### config.mk
export PLATFORM = sky130hd
export DESIGN_NAME = drag_reaction_timer_flat
export DESIGN_NICKNAME = d
export VERILOG_FILES = /design/src/rtl/drag_reaction_timer_pkg.sv /design/src/rtl/drag_reaction_timer_if.sv /design/src/rtl/drag_reaction_timer_bcd_counter4.sv /design/src/rtl/drag_reaction_timer.sv /design/src/flat_wrapper.sv
export SDC_FILE = /design/constraint.sdc
export NUM_CORES = 1
export LEC_CHECK = 0
export BUFFER_PORTS_ARGS = -buffer_cell sky130_fd_sc_hd__buf_2
export CAP_MARGIN = 20
export CORE_ASPECT_RATIO = 1.2
export CORE_UTILIZATION = 50
export DETAILED_ROUTE_END_ITERATION = 7
export PLACE_DENSITY = 0.79
export SKIP_LAST_GASP = 1
export SLEW_MARGIN = 40
export SYNTH_ARGS = -nofsm -noshare
export SYNTH_HDL_FRONTEND = slang
export SYNTH_SLANG_ARGS = --single-unit
### constraint.sdc
create_clock -name CLOCK_50 -period 2 [get_ports CLOCK_50]
set_clock_uncertainty 0.2 [all_clocks]
set_input_delay 0.4 -clock CLOCK_50 [delete_from_list [all_inputs] [get_ports CLOCK_50]]
set_output_delay 0.4 -clock CLOCK_50 [all_outputs]
set_load 0.01 [all_outputs]
### src/rtl/drag_reaction_timer_pkg.sv
// Shared types and constants for the drag-race reaction timer.
// Holds the FSM state encoding and the saturating 4-digit BCD increment.
package drag_reaction_timer_pkg;

  typedef enum logic [2:0] {
    ST_IDLE      = 3'd0,
    ST_ARMED     = 3'd1,
    ST_COUNTDOWN = 3'd2,
    ST_TIMING    = 3'd3,
    ST_DONE      = 3'd4,
    ST_FOUL      = 3'd5
  } state_t;

  localparam int          TICK_DIV_SIM = 10;
  localparam logic [15:0] BCD_MAX      = 16'h9999;

  // Ripple a +1 through four BCD digits; 9999 is a fixed point so the result never wraps.
  function automatic logic [15:0] bcd_inc(input logic [15:0] v);
    logic [15:0] r;
    logic        carry;
    r     = v;
    carry = 1'b1;
    if (v != BCD_MAX) begin
      for (int d = 0; d < 4; d++) begin
        if (carry) begin
          if (r[d*4 +: 4] == 4'd9) begin
            r[d*4 +: 4] = 4'd0;
          end else begin
            r[d*4 +: 4] = r[d*4 +: 4] + 4'd1;
            carry       = 1'b0;
          end
        end
      end
    end
    return r;
  endfunction

endpackage

### src/rtl/drag_reaction_timer_if.sv
// Tree-light / stage-beam inputs and result outputs of the reaction timer.
// Every signal here is sampled or updated on the rising edge of the shared clock.
interface drag_reaction_timer_if;
  import drag_reaction_timer_pkg::*;

  logic        SL;
  logic        A1;
  logic        G;
  logic        R;
  logic        SB;
  logic [15:0] RT_BCD;
  logic        Valid;
  logic        Foul;
  logic        Busy;
  state_t      state;

  // Tree controller / board side drives the lights and beam and observes results.
  modport master (
    output SL, A1, G, R, SB,
    input  RT_BCD, Valid, Foul, Busy, state
  );

  modport slave (
    input  SL, A1, G, R, SB,
    output RT_BCD, Valid, Foul, Busy, state
  );

endinterface

### src/rtl/drag_reaction_timer_bcd_counter4.sv
// Four-digit BCD millisecond counter with synchronous clear and saturating increment.
// Clear has priority over increment.
module drag_reaction_timer_bcd_counter4
  import drag_reaction_timer_pkg::*;
(
  input  logic        clk,
  input  logic        rst,
  input  logic        clr,
  input  logic        inc,
  output logic [15:0] value
);

  always_ff @(posedge clk) begin
    if (rst || clr) begin
      value <= 16'h0000;
    end else if (inc) begin
      value <= bcd_inc(value);
    end
  end

endmodule

### src/rtl/drag_reaction_timer.sv
// Measures driver reaction time from green rising to the car leaving the stage beam,
// and flags fouls for an early leave or a red light.
module drag_reaction_timer
  import drag_reaction_timer_pkg::*;
#(
  parameter int TICK_DIV = 50000,
  parameter int TICK_W   = 16
) (
  input logic               CLOCK_50,
  input logic               Reset,
  drag_reaction_timer_if.slave tree
);

  state_t            state;
  logic              a1_q;
  logic              g_q;
  logic [TICK_W-1:0] presc;
  logic              valid_r;
  logic              foul_r;
  logic              busy_r;
  logic              cnt_clr;
  logic              cnt_inc;
  logic [15:0]       rt_bcd;
  logic              a1_rise;
  logic              g_rise;
  logic              tick;
  logic              arm_req;

  assign a1_rise = tree.A1 & ~a1_q;
  assign g_rise  = tree.G & ~g_q;
  assign tick    = (presc == TICK_W'(TICK_DIV - 1));
  assign arm_req = tree.SL & tree.SB;

  // Counter control mirrors the FSM branches: clear on entry to ARMED or TIMING,
  // increment only on a tick that is not pre-empted by SB dropping or red.
  always_comb begin
    cnt_clr = 1'b0;
    cnt_inc = 1'b0;
    case (state)
      ST_IDLE, ST_DONE, ST_FOUL: cnt_clr = arm_req;
      ST_COUNTDOWN:              cnt_clr = tree.SB & ~tree.R & g_rise;
      ST_TIMING:                 cnt_inc = tree.SB & ~tree.R & tick;
      default:                   cnt_clr = 1'b0;
    endcase
  end

  always_ff @(posedge CLOCK_50) begin
    if (Reset) begin
      state   <= ST_IDLE;
      a1_q    <= 1'b0;
      g_q     <= 1'b0;
      presc   <= '0;
      valid_r <= 1'b0;
      foul_r  <= 1'b0;
      busy_r  <= 1'b0;
    end else begin
      a1_q <= tree.A1;
      g_q  <= tree.G;
      case (state)
        ST_IDLE: begin
          if (arm_req) begin
            state   <= ST_ARMED;
            busy_r  <= 1'b1;
            valid_r <= 1'b0;
            foul_r  <= 1'b0;
          end
        end
        ST_ARMED: begin
          if (!tree.SB) begin
            state  <= ST_IDLE;
            busy_r <= 1'b0;
          end else if (a1_rise) begin
            state <= ST_COUNTDOWN;
          end
        end
        // A foul condition beats a green edge arriving in the same cycle.
        ST_COUNTDOWN: begin
          if (!tree.SB || tree.R) begin
            state  <= ST_FOUL;
            foul_r <= 1'b1;
            busy_r <= 1'b0;
          end else if (g_rise) begin
            state <= ST_TIMING;
            presc <= '0;
          end
        end
        ST_TIMING: begin
          if (!tree.SB) begin
            state   <= ST_DONE;
            valid_r <= 1'b1;
            busy_r  <= 1'b0;
          end else if (tree.R) begin
            state  <= ST_FOUL;
            foul_r <= 1'b1;
            busy_r <= 1'b0;
          end else if (tick) begin
            presc <= '0;
          end else begin
            presc <= presc + TICK_W'(1);
          end
        end
        ST_DONE, ST_FOUL: begin
          if (arm_req) begin
            state   <= ST_ARMED;
            busy_r  <= 1'b1;
            valid_r <= 1'b0;
            foul_r  <= 1'b0;
          end
        end
        default: begin
          state   <= ST_IDLE;
          valid_r <= 1'b0;
          foul_r  <= 1'b0;
          busy_r  <= 1'b0;
        end
      endcase
    end
  end

  drag_reaction_timer_bcd_counter4 u_bcd (
    .clk   (CLOCK_50),
    .rst   (Reset),
    .clr   (cnt_clr),
    .inc   (cnt_inc),
    .value (rt_bcd)
  );

  assign tree.RT_BCD = rt_bcd;
  assign tree.Valid  = valid_r;
  assign tree.Foul   = foul_r;
  assign tree.Busy   = busy_r;
  assign tree.state  = state;

endmodule

### src/flat_wrapper.sv
// flat-port wrapper written by rule: the top's interface ports become plain ports
module drag_reaction_timer_flat import drag_reaction_timer_pkg::*;
#(
  parameter int TICK_DIV = 50000,
  parameter int TICK_W   = 16
)
  (CLOCK_50, Reset, tree_SL, tree_A1, tree_G, tree_R, tree_SB, tree_RT_BCD, tree_Valid, tree_Foul, tree_Busy, tree_state);
  drag_reaction_timer_if tree_i ();
  input logic CLOCK_50;
  input logic Reset;
  input wire logic [$bits(tree_i.SL)-1:0] tree_SL;
  input wire logic [$bits(tree_i.A1)-1:0] tree_A1;
  input wire logic [$bits(tree_i.G)-1:0] tree_G;
  input wire logic [$bits(tree_i.R)-1:0] tree_R;
  input wire logic [$bits(tree_i.SB)-1:0] tree_SB;
  output wire logic [$bits(tree_i.RT_BCD)-1:0] tree_RT_BCD;
  output wire logic [$bits(tree_i.Valid)-1:0] tree_Valid;
  output wire logic [$bits(tree_i.Foul)-1:0] tree_Foul;
  output wire logic [$bits(tree_i.Busy)-1:0] tree_Busy;
  output wire logic [$bits(tree_i.state)-1:0] tree_state;
  assign tree_i.SL = tree_SL;
  assign tree_i.A1 = tree_A1;
  assign tree_i.G = tree_G;
  assign tree_i.R = tree_R;
  assign tree_i.SB = tree_SB;
  assign tree_RT_BCD = tree_i.RT_BCD;
  assign tree_Valid = tree_i.Valid;
  assign tree_Foul = tree_i.Foul;
  assign tree_Busy = tree_i.Busy;
  assign tree_state = tree_i.state;
  drag_reaction_timer #(.TICK_DIV(TICK_DIV), .TICK_W(TICK_W)) u_core (.CLOCK_50(CLOCK_50), .Reset(Reset), .tree(tree_i));
endmodule
# Word-level counts from Yosys, hierarchy flattened
# Cells that the tools add are included.
totals:
  reg_bits: 40
  in_bits: 7
  out_inout_bits: 22
  word_cells: 113
op_classes:
  n_addsub: 5
  eq_ne: 23
  n_mux: 47
  bitwise_logic: 11
  n_reduce_logical: 16
ops:
  columns: ["cell", "n"]
  rows:
  - ["two-way mux 16 bit", 5]
  - ["case mux 16 bit (2 select lines)", 1]
  - ["two-way mux 1 bit", 25]
  - ["two-way mux 3 bit", 7]
  - ["adder 16 x 1 -> 16 bit, second input constant", 1]
  - ["adder 4 x 1 -> 4 bit, second input constant", 4]
  - ["equality test 16 bit, second input constant", 1]
  - ["equality test 4 bit, second input constant", 4]
  - ["two-way mux 4 bit", 4]
  - ["inequality test 16 bit, second input constant", 1]
  - ["inequality test 2 bit, second input constant", 6]
  - ["case mux 3 bit (4 select lines)", 1]
  - ["AND reduction 3 bit", 4]
  - ["AND reduction 5 bit", 2]
  - ["case mux 1 bit (4 select lines)", 2]
  - ["AND reduction 4 bit", 2]
  - ["AND 1 bit", 6]
  - ["equality test 3 x 2 -> 1 bit, second input constant", 2]
  - ["equality test 3 bit, second input constant", 2]
  - ["inequality test 2 x 1 -> 1 bit, second input constant", 3]
  - ["NOT 1 bit", 5]
  - ["equality test 3 x 1 -> 1 bit, second input constant", 1]
  - ["logical NOT 3 bit", 1]
  - ["inequality test 3 x 1 -> 1 bit, second input constant", 1]
  - ["10 further kinds", 11]

# Longest topological paths before layout
depth:
  depth_word: 15
  mapped_depth: 7
  depth_no_buf: 6

# Cells and area by module
# Synthesis repeated with hierarchy kept, for this count alone.
hier_totals:
  hier_cells: 290
  hier_area_um2: 2384.8
by_module_without_submodules:
  columns: ["module", "instances", "cells_per_inst", "area_each_um2", "seq_area_each_um2"]
  rows:
  - ["drag_reaction_timer", 1, 188, 1525.2, 480.5]
  - ["drag_reaction_timer_bcd_counter4", 1, 102, 859.6, 320.3]

# Least setup slack after synthesis
# OpenSTA, ideal clock, no wires.
synth_path:
  path_kind: "reg2reg"
  from: "reg u_core.u_bcd.value[7]"
  to: "reg u_core.u_bcd.value[1]"
  setup_time_ps: 115
  t_arrival_ps: 1882
  required_time_ps: 1685
  slack_ps: -197
  stages_incl_launch_ff: 6
  n_path_buf: 0
  synth_period_minus_slack_ps: 2197
  cell_sequence: "dfxtp_1 > or3b_1 > or4b_4 > o2111ai_4 > mux2i_1 > nor2_2"
synth_via:
  elab_chain_len: 2
synth_lines:
  columns: ["item", "line_no", "rtl"]
  rows:
  - ["from (decl)", "drag_reaction_timer_bcd_counter4.sv:10", "output logic [15:0] value"]
  - ["from (signal assigned)", "drag_reaction_timer_bcd_counter4.sv:17", "value <= bcd_inc(value);"]
  - ["inequality test 16 bit", "drag_reaction_timer_pkg.sv:23", "if (v != BCD_MAX) begin"]
  - ["AND reduction 2 bit (no source line)", null, null]
# Every way passes these cells.
# A chain may end at the register's enable or synchronous reset.

# Final worst setup path
layout_path:
  from: "reg u_core.u_bcd.value[7]"
  to: "reg u_core.u_bcd.value[3]"
# The elaborated chain is that of the path after synthesis.

==> results.md <==
* Status: complete, but fails checks
* Failing checks: negative setup slack
* Clock root buffer: clkbuf_8
* Core footprint at roughly 0.0043 sq mm
* Final WL at between 5000 and 6000 um
* Starting Density at 52.1%
* Initial DRC Count at around 130
* Die W at roughly 63 um
* CTS clock-pin slew for the worst setup and hold paths at 0.08 ns
* Global route overflow at 0
* Final setup vio count at 10
* Drt via density at ~5.6
* Required @ worst endpoint at 2.00 ns
* DR pass1 iterations at 4
* Critical path class: reg2reg
* Final Non-Filler Cells at around 400
* Startpoint types: flip-flop
* Post-synthesis sequential area ratio at 36.1%
* H-tree depth at 2
* Worst VDD drop at between 400 and 500 uV
* Via count at roughly 2,300
* Top post-synthesis cells by count: 40 x dfxtp_1, 27 x nor2_1, 19 x a21oi_1
* Hold WS at 0.121 ns
* Worst path arrival time at 2.16 ns
* Period utilisation layout at 108%
* Total clock sinks at 40
* TritonCTS clock tree: done
* Unrepaired setup endpoints after global routing: true
* Synth top area share at 36.1%
* Max Cap Viol at 0
* Vias in the first global route at 2,155
* Dominant cell type by area after synthesis: dfxtp_1
* GP Congestion at 0.839
* Yosys cell types at 59
* Worst Hold Class: in2reg
* Dpl ws at -0.130 ns
* Die area at 0.00471 sq mm
* Antenna viol nets, final at 0
* Most frequent cell after synthesis: dfxtp_1
* Critical path's slowest cell: or4b_4
* Area grow syn2layout at 37.7%
* Syn avg cell area at between 8 and 9 sq um
* Post-synth EDFFs at 0
* DRC violations left at 0
* Placed cells at 397
* First-pass GRT wire length at 9160 um
* Clock tree buffer depth at 2
* Pwr/cell area at roughly 590 mW/mm^2
* Setup crit end kind: flip-flop
* CP Cell Sequence: or3b_4 > or4b_4 > o2111ai_4 > buf_4 > o211ai_1 > o41ai_1
* Hpwl dp at 4140 um
* Largest fanout on the critical path at 6
* Area contributors post-synth: dfxtp_1 36%, nor2_1 4.6%, xnor2_1 4.3%
* Minimum clock period at 2.15 ns
* CTS buffer count at 5
* Most used DFF post-synth: dfxtp_1
* Post-synthesis cell count at 264
* NumNets Final at 357
* Max-slew violation count at 0
* Final Hold Viols at 0
* Worst path max stage delay at roughly 0.53 ns
* Total I/O pin count at 29
* PnR worst setup slack at -0.153 ns
* CP delay by family, top: simple AND/OR/NAND/NOR gates
* Synth Register Bits at 40
* Hold bufs inserted after CTS at 0
* # rows at 26
* Antenna violations before repair at 0
* All-Layer GR Usage at 24.9%
* Synth warn at 0
* Port Buf Inserts at 28
* Crit path buf inv count at 1
* Worst slew pin tran at 0.435 ns
* Fillcell total at between 300 and 400
* Height of the die at 75.0 um
* Net Count, Synth at around 270
* Largest net degree at the start of global routing at 19
* Lkg Pwr at 1.23 nW
* Share of cells above drive strength 1 at 37.4%
* Syn Std Cell Area at 0.00222 sq mm
* Worst skew pair latency at 0.30 ns
* FFs w/ async S/R, synth at 0%
* Final Power at 0.00180 W
* Fmax at 464 MHz
* Setup TNS at -0.771 ns
* WL per Instance at around 14 um
* Rel. slew slack at 71.0%
* Antenna diodes at 0
-- cell usage in the layout, fill, tap and decap left out, types with 4 or more instances in the layout --
cell type  synthesis  final
a21oi_1           19     17
and3_1             4      4
buf_2              1     28
buf_4              0     60
clkbuf_8           0      6
dfxtp_1           40     36
inv_1             12     12
mux2i_1            9      9
nand2_1           16     16
nand2b_1           5      5
nand3_1           11     10
nand3b_1           4      4
nand4_1            4      4
nor2_1            27     27
nor2b_1            5      4
nor3_1             9      9
nor4_1             5      4
o21ai_0           10     10
xnor2_1           11     10
-- worst register-to-register path, cell delays in order, from the launching register on --
cell and delay (ns):
dfxtp_4 0.35, or3b_4 0.37, or4b_4 0.53, o2111ai_4 0.28, buf_4 0.17, o211ai_1 0.09, o41ai_1 0.06
-- kinds of logic after synthesis --
group | after synthesis | synth area share (%)
xor gates and xnor gates | 12 | 4.73
buffers and inverters | 23 | 4.62
and+or+nand+nor | 127 | 34.6
adders and majority gates | 1 | 0.563
muxes | 9 | 4.06
AOI/OAI and AO/OA | 52 | 15.4
DFF | 40 | 36.1
-- path summary, 6_finish.rpt --
path | startpoint | endpoint | slack [ns] | cells after the start
setup / recovery | u_core.u_bcd.value[7] | u_core.u_bcd.value[3] | -0.15 | 6
hold / removal | tree_G | u_core.g_q | 0.12 | 2
setup reg to reg | u_core.u_bcd.value[7] | u_core.u_bcd.value[3] | -0.15 | 6
hold reg to reg | u_core.tree.Foul | u_core.tree.Foul | 0.27 | 2
-- stage by stage --
step | utilization (%) | area [sq um]
3_5_place_dp | 67.3 | 2870
2_1_floorplan | - | 2250
6_report | 71.8 | 3060
5_1_grt | 71.8 | 3060
4_1_cts | 70.1 | 2990
3_3_place_gp | 67.3 | 2870
-- layer usage --
layer,up-vias,GRT usage (%),routed length [um],part of all wire (%)
li1,1128,-,-,-
met1,1069,26.9,2480,43
met2,43,46.7,3050,53
met3,14,4.24,143,2.5
met4,0,14.0,131,2.3
met5,-,0,0,0
-- sequential cells by signal, indices dropped and copies added, names as in the netlist --
register / count
u_core.tree.state: 3
u_core.tree.Busy: 1
u_core.tree.Valid: 1
u_core.presc: 16
u_core.g_q: 1
u_core.u_bcd.value: 16
u_core.tree.Foul: 1
u_core.a1_q: 1
-- where the power goes --
part	internal, W	switching [W]	total [W]
Combinational	0.000183	0.000197	0.000381
Clock	0.000282	0.000291	0.000573
Sequential	0.000823	0.0000257	0.000848
-- timing repair --
item | 4_1_cts | 5_1_grt
buffers inserted | 0 | 1
pin swaps | 1 | 3
endpoints found under the setup margin | 11 | 17
hold endpoints to repair | 0 | 0
resized for setup | 7 | 11
gates cloned | 0 | 0
-- layout make-up --
class                   count  area [sq um]  area share, %
clock buffers               8          90.1           2.94
repair buffers             89           611           20.0
flip-flops and latches     40           808           26.4
well taps                  56          70.1           2.29
inverters                  12          45.0           1.47
multi-input cells         201          1440           46.9
Note: power is estimated with default switching activity, not from simulation.
